==> config.mk <==
export PLATFORM = sky130hd
export DESIGN_NAME = seg7_capture
export DESIGN_NICKNAME = d
export VERILOG_FILES = /design/src/rtl/seg7_capture.sv
export SDC_FILE = /design/constraint.sdc
export NUM_CORES = 1
export LEC_CHECK = 0
export BUFFER_PORTS_ARGS = -buffer_cell sky130_fd_sc_hd__buf_2
export CAP_MARGIN = 10
export CORE_MARGIN = 2
export CORE_UTILIZATION = 26
export DETAILED_ROUTE_END_ITERATION = 16
export HOLD_SLACK_MARGIN = 0.05
export MAX_ROUTING_LAYER = met4
export PLACE_DENSITY_LB_ADDON = 0.25
export SYNTH_ARGS = -nofsm -noshare
export SYNTH_HDL_FRONTEND = slang
export SYNTH_SLANG_ARGS = --single-unit
==> constraint.sdc <==
create_clock -name clk -period 2.7 [get_ports clk]
set_input_delay 0.135 -clock clk [delete_from_list [all_inputs] [get_ports clk]]
set_output_delay 0.135 -clock clk [all_outputs]
set_load 0.02 [all_outputs]
==> src/rtl/seg7_capture.sv <==
// Passive monitor for a multiplexed active-low 7-segment bus: debounces each
// digit's pattern and rebuilds the displayed hex value with per-digit status.
module seg7_capture #(
  parameter int NDIG   = 8,
  parameter int STABLE = 4
) (
  input  logic                                   clk,
  input  logic                                   rst_n,
  input  logic [6:0]                             seg,
  input  logic [NDIG-1:0]                        an,
  output logic [4*NDIG-1:0]                      value,
  output logic [NDIG-1:0]                        digit_valid,
  output logic [NDIG-1:0]                        blank,
  output logic                                   upd,
  output logic [((NDIG > 1) ? $clog2(NDIG) : 1)-1:0] upd_idx,
  output logic                                   err,
  output logic                                   frame_done
);

  localparam int         IDX_W   = (NDIG > 1) ? $clog2(NDIG) : 1;
  localparam logic [7:0] CNT_MAX = 8'(STABLE - 1);
  localparam logic [6:0] SEG_OFF = 7'h7F;

  // Returns {legal, nibble}; blank and unknown patterns report legal = 0.
  function automatic logic [4:0] glyph_decode(input logic [6:0] s);
    logic [4:0] r;
    case (s)
      7'b0000001: r = 5'h10;
      7'b1001111: r = 5'h11;
      7'b0010010: r = 5'h12;
      7'b0000110: r = 5'h13;
      7'b1001100: r = 5'h14;
      7'b0100100: r = 5'h15;
      7'b0100000: r = 5'h16;
      7'b0001111: r = 5'h17;
      7'b0000000: r = 5'h18;
      7'b0000100: r = 5'h19;
      7'b0001000: r = 5'h1A;
      7'b1100000: r = 5'h1B;
      7'b0110001: r = 5'h1C;
      7'b1000010: r = 5'h1D;
      7'b0110000: r = 5'h1E;
      7'b0111000: r = 5'h1F;
      default:    r = 5'h00;
    endcase
    return r;
  endfunction

  logic [6:0]        s_seg;
  logic [NDIG-1:0]   s_an;
  logic [7:0]        cnt;
  logic              committed;
  logic [NDIG-1:0]   seen;

  logic [NDIG-1:0]   sel_p0;
  logic              one_zero_p0;
  logic [4:0]        dec_p0;
  logic              legal_p0;
  logic              blank_hit_p0;
  logic              vld_p0;
  logic [IDX_W-1:0]  idx_p0;
  logic [4*NDIG-1:0] value_nx;
  logic [NDIG-1:0]   dv_nx;
  logic [NDIG-1:0]   blank_nx;
  logic [NDIG-1:0]   seen_nx;
  logic              same_p0;

  // Stage p0: decode the held sample and decide whether it commits this edge
  always_comb begin
    sel_p0       = ~s_an;
    one_zero_p0  = (sel_p0 != '0) && ((sel_p0 & (sel_p0 - NDIG'(1))) == '0);
    dec_p0       = glyph_decode(s_seg);
    legal_p0     = dec_p0[4];
    blank_hit_p0 = (s_seg == SEG_OFF);
    vld_p0       = (cnt == CNT_MAX) && !committed && one_zero_p0;
    same_p0      = (seg == s_seg) && (an == s_an);
    idx_p0       = '0;
    value_nx     = value;
    dv_nx        = digit_valid;
    blank_nx     = blank;
    for (int i = 0; i < NDIG; i++) begin
      if (sel_p0[i]) begin
        idx_p0 = IDX_W'(i);
        if (legal_p0) value_nx[4*i +: 4] = dec_p0[3:0];
        dv_nx[i]    = legal_p0;
        blank_nx[i] = blank_hit_p0;
      end
    end
    seen_nx = seen | sel_p0;
  end

  // Sample register and stability tracking
  always_ff @(posedge clk or negedge rst_n) begin
    if (!rst_n) begin
      s_seg     <= SEG_OFF;
      s_an      <= '1;
      cnt       <= '0;
      committed <= 1'b0;
    end else begin
      s_seg <= seg;
      s_an  <= an;
      if (!same_p0) begin
        cnt       <= '0;
        committed <= 1'b0;
      end else begin
        if (cnt != CNT_MAX) cnt <= cnt + 8'd1;
        if (vld_p0) committed <= 1'b1;
      end
    end
  end

  // Stage p1: committed digit state and one-cycle event pulses
  always_ff @(posedge clk or negedge rst_n) begin
    if (!rst_n) begin
      value       <= '0;
      digit_valid <= '0;
      blank       <= '0;
      upd         <= 1'b0;
      upd_idx     <= '0;
      err         <= 1'b0;
      frame_done  <= 1'b0;
      seen        <= '0;
    end else begin
      upd        <= vld_p0;
      err        <= vld_p0 && !legal_p0 && !blank_hit_p0;
      frame_done <= vld_p0 && (&seen_nx);
      if (vld_p0) begin
        upd_idx     <= idx_p0;
        value       <= value_nx;
        digit_valid <= dv_nx;
        blank       <= blank_nx;
        seen        <= (&seen_nx) ? '0 : seen_nx;
      end
    end
  end

endmodule
**After elaboration in Yosys (flattened, before gate mapping)**

Index checks and enable logic that the tools add are counted.
W data, S select, Z words.

- Reductions and logical operators: 30
- Eq/ne operators: 22
- Bitwise logic cells: 3
- Multiplexer cells: 13
- $add $sub $neg: 2

Operators with widths:

| operator | count |
|---|---|
| $pmux W5 S16 | 1 |
| $eq A7 B6 Y1 const B | 5 |
| $eq A7 B7 Y1 const B | 5 |
| $mux W8 | 3 |
| $reduce_and A3 Y1 | 8 |
| $mux W3 | 6 |
| $reduce_and A2 Y1 | 8 |
| $eq A7 B3 Y1 const B | 2 |
| $eq A7 B4 Y1 const B | 2 |
| $add A8 B1 Y8 const B | 1 |
| $and A8 B8 Y8 | 1 |
| $eq A8 B2 Y1 const B | 1 |
| $eq A8 B8 Y1 | 1 |
| $logic_not A8 Y1 | 1 |
| $ne A8 B2 Y1 const B | 1 |
| $not A8 Y8 | 1 |
| $or A8 B8 Y8 | 1 |
| $reduce_and A8 Y1 | 1 |
| $reduce_bool A8 Y1 | 1 |
| $sub A8 B1 Y8 const B | 1 |
| $eq A7 B1 Y1 const B | 1 |
| $eq A7 B5 Y1 const B | 1 |
| $eq A7 B7 Y1 | 1 |
| $logic_and A1 B1 Y1 | 7 |
| other kinds (5) | 9 |

- Output and inout port bits: 54
- Input bits: 17
- Word-level logic and storage cells: 103
- Register bits after elaboration: 86

**Logic depth before layout (Yosys ltp)**

- Depth after elaboration: 8
- Mapped depth: 9
- Gate-level depth less buffers: 7

**Least setup slack after synthesis**

No wires, ideal clock.

- Kind: register -> register
- Start point: register s_an[5]
- End point: register value[1]
- Cell stages (with the launch flop): 10
- Arrival: 2.394 ns
- Path buffers: 3
- Slack: 0.181 ns
- Required time: 2.575 ns
- Period minus slack after synthesis: 2.519 ns
- Path through: dfstp_2 clkbuf_1 nand2_1 a211oi_1 or3_1 clkbuf_1 nand3_1 or4_1 buf_2 mux2_4

- Cells in the longest elaborated chain, start to end: 7
- Elaborated cells between the ends (all ways): 8
- Those cells by class: 1 x add/sub; 2 x bitwise; 5 x reduce/logical

RTL lines:

| what | RTL line | text |
|---|---|---|
| from (decl) | 50 | `logic [NDIG-1:0] s_an;` |
| from (signal assigned) | 101 | `s_an <= an;` |
| $not A8 Y8 (*) | 70 | `sel_p0 = ~s_an;` |
| $sub A8 B1 Y8 | 71 | `one_zero_p0 = (sel_p0 != '0) && ((sel_p0 & (sel_p0 - NDIG'(1))) == '0);` |
| $and A8 B8 Y8 | 71 |  |
| $logic_not A8 Y1 | 71 |  |
| $logic_and A1 B1 Y1 (*) | 71 |  |
| $logic_and A1 B1 Y1 (*) | 75 | `vld_p0 = (cnt == CNT_MAX) && !committed && one_zero_p0;` |
| $reduce_and A3 Y1 (no source line) (*) | - |  |
| to (signal assigned) | 129 | `value <= value_nx;` |
| to (decl) | 11 | `output logic [4*NDIG-1:0] value,` |

Every way passes the cells marked *; elsewhere a longest branch is shown, timed or not.
A chain may end at the register's enable or synchronous reset.

**Final worst setup path**

- Start point: register s_seg[1]
- End point: register value[1]

- Cells in the longest elaborated chain, start to end: 3
- Elaborated cells between the ends (all ways): 18
- Those cells by class: 15 x eq/ne; 1 x mux; 2 x reduce/logical

RTL lines:

| what | RTL line | text |
|---|---|---|
| from (decl) | 49 | `logic [6:0] s_seg;` |
| from (signal assigned) | 100 | `s_seg <= seg;` |
| $eq A7 B6 Y1, or another cell as far along | 27 | `case (s)` |
| $pmux W5 S16 (*) | 27 |  |
| $reduce_and A3 Y1 (no source line) | - |  |

Marked as above.

==> metrics.cfg <==
[timing]
finalSetupViolCount=0
skew_ns=0.009826
timing_hold_violations_final=0
period_share=0.9551
tightest_slew_ns=1.032
rsz0062_at_grt=false
min_period_ns=2.579
slew_violations=0
fin_tns_setup_ns=0
setup_ws_ns=0.1212
max_freq_mhz=387.8
slew_headroom=0.3117

[global_route]
grt_pass1_wl_um=16800
grt_usage=0.1385
grt_max_degree=81
use_met2=0.2075
top_usage_layer=met2
grt_pass1_vias=3133
met1_usage=0.1817
grt_util_met3=0.03183
grt_overflow=0
antenna_found_initial=0

[placement]
dp_cells=611
dp_hpwl_um=7441
gp_congestion=0.8401
dpl_worst_slack_ns=0.1053
io_buffers=70

[synth]
syn-num-nets=374
ys_seq_elements=86
synth_edf_count=0
avgSynthCellArea_um2=11.09
syn-cell-area_um2=3948
synthArstFlopShare=1.000
synth_cells=356
yosysSeqAreaShare=0.5499
synthFlopType=dfrtp_1
ys_warn_count=0
synthDistinctLibCells=55

[min_path]
hold_class=in -> reg

[pwr]
switchingPower_uw=631.9
cellPowerDensity_nw_per_um2=527.1
p_total_mw=2.656
leakagePower_nw=2.504
worst_ir_drop_vdd_uv=281.7
pwr-share-comb=0.060
swShare=0.2379
p_seq_frac=0.505
p_int_mw=2.024
clkPwrFrac=0.435

[setup_path]
worstPathRequired_ns=2.92
start_kind=flop
path_max_fanout=12
end_kind=flop
arrival_ns=2.80
worst-setup-path-type=reg -> reg

[finish]
area_growth_pct=27.64
utilization=0.3352
final_cells=647
n_fill_cell=1533
multi_input_area_um2=1614
n_antenna_cell=0
layout-drive-gt1-share=0.3312
seq_area_um2=2171
nets=472

[job]
max_cap_violations=0

[drt]
drc=0
ant_nets=0
vias=3059
viasPerCell=4.728
dr.pass1.iters=4
drtIter0Drc=165
wirelength_um=10200
wl_per_cell_um=15.76

[floorplanning]
fp.coreArea_um2=15030
die_x_um=127.2
start_util=0.2626
die_y_um=127.2
die_area_um2=16180
rows=45
ioPinCount=71

[clocking]
cts_sinks=86
numCtsBuffers=9
clock_path_buffers=2
insertion_delay_ns=0.35
clk_pin_slew_ns=0.06
cts_tree=built
htreeDepth=3
root_buffer=clkbuf_16

[outcome]
outcome=finished clean

==> synth_stat cells, drive strengths merged, types with 2 or more instances <==
library cell	number	share of area
a211oi	2	0.0038
a21boi	5	0.0095
a21o	6	0.011
a21oi	7	0.0089
a221oi	2	0.0044
a22o	4	0.0089
and3	6	0.0095
buf	8	0.013
clkbuf	13	0.012
dfrtp	71	0.45
dfstp	15	0.10
inv	17	0.016
mux2	20	0.061
mux2i	4	0.010
nand2	15	0.014
nand2b	6	0.0095
nand3	14	0.018
nand3b	3	0.0057
nand4	4	0.0063
nor2	21	0.020
nor3	12	0.015
nor4	4	0.010
nor4b	2	0.0044
o21a	6	0.013
o21ai	31	0.039
o22a	2	0.0044
o22ai	3	0.0048
o31ai	3	0.0057
o41ai	2	0.0044
or3	6	0.0095
or4	4	0.0095
xor2	22	0.049
==> cell families (layout without fill, tap and decap cells) <==
group | after synthesis | count (layout) | synth area share
muxes | 24 | 24 | 0.07100
and+or+nand+nor | 107 | 107 | 0.1547
AOI/OAI and AO/OA | 77 | 77 | 0.1290
xor gates and xnor gates | 23 | 23 | 0.05103
adders and majority gates | 1 | 1 | 0.003169
buffers and inverters | 38 | 141 | 0.04121
DFF | 86 | 86 | 0.5499
==> power groups by stage <==
stage	Combinational (mW)	Clock (mW)	Sequential [mW]
global placement	0.138	0	1.36
finish	0.160	1.15	1.34
floorplan	0.0916	0	1.34
detailed placement	0.139	0	1.37
global route	0.180	1.26	1.34
CTS	0.157	1.19	1.34
==> placed cells by master, fill, tap and decap left out, types with 5 or more instances in the layout <==
master          n
clkbuf_16       9
mux2_2         15
nand3_1        14
inv_1          17
nand2_1        15
a21boi_0        5
dfstp_2        15
buf_2          69
o21a_1          5
a21o_1          6
xor2_1         22
dfrtp_1        71
o21ai_0        31
and3_1          6
nand2b_1        6
nor2_1         21
or3_1           6
nor3_1         12
buf_4          23
dlygate4sd3_1  16
a21oi_1         7
==> final timing paths <==
kind / slack [ns] / depth (start not counted) / endpoint / startpoint
worst min-delay path: 0.45 / 2 / s_an[7] / an[7]
worst max register to register: 0.12 / 5 / value[1] / s_seg[1]
worst max-delay path: 0.12 / 5 / value[1] / s_seg[1]
worst min register to register: 0.48 / 1 / value[5] / value[5]
min in group asynchronous: 0.51 / 2 / value[1] / rst_n
max in group asynchronous: 1.43 / 3 / s_seg[3] / rst_n
==> layer usage <==
metal	wire length (um)	share of wire
met5	0	0
met4	200	0.020
met3	371	0.036
met2	4751	0.47
met1	4872	0.48
==> stage by stage <==
stage	hold WS (ns)	area, um2
6_report	0.4480	5039
5_1_grt	0.4399	5039
3_5_place_dp	0.2608	4572
3_3_place_gp	0.2643	4572
2_1_floorplan	-0.1606	3948
4_1_cts	0.4351	5009
==> layout make-up <==
type                       count  area share
timing repair buffer         108      0.1346
sequential                    86      0.4308
multi-input combinational    232      0.3203
clock inverter                 6    0.007450
tap                          188     0.04668
clock buffer                  10     0.04743
inverter                      17     0.01266
==> worst max-delay path: stages, from the launching register on <==
cell and delay, ns:
dfstp_2 0.64, or4b_1 0.45, o22a_1 0.21, and4_4 0.20, or4_1 0.62, mux2_4 0.34
==> state kept, by name, indices dropped and copies added, names as in the netlist <==
register and count:
s_an 8, err 1, seen 8, committed 1
value 32, cnt 8, blank 8, upd_idx 3
digit_valid 8, frame_done 1, s_seg 7, upd 1
==> timing repair <==
| item | in CTS | in global routing |
|---|---|---|
| hold buffers | 16 | 0 |
| setup endpoints to repair | 0 | 2 |
| resized for setup | 0 | 0 |
| endpoints found under the hold margin | 86 | 0 |
| buffers inserted | 0 | 4 |
Note: power is estimated with default switching activity, not from simulation.
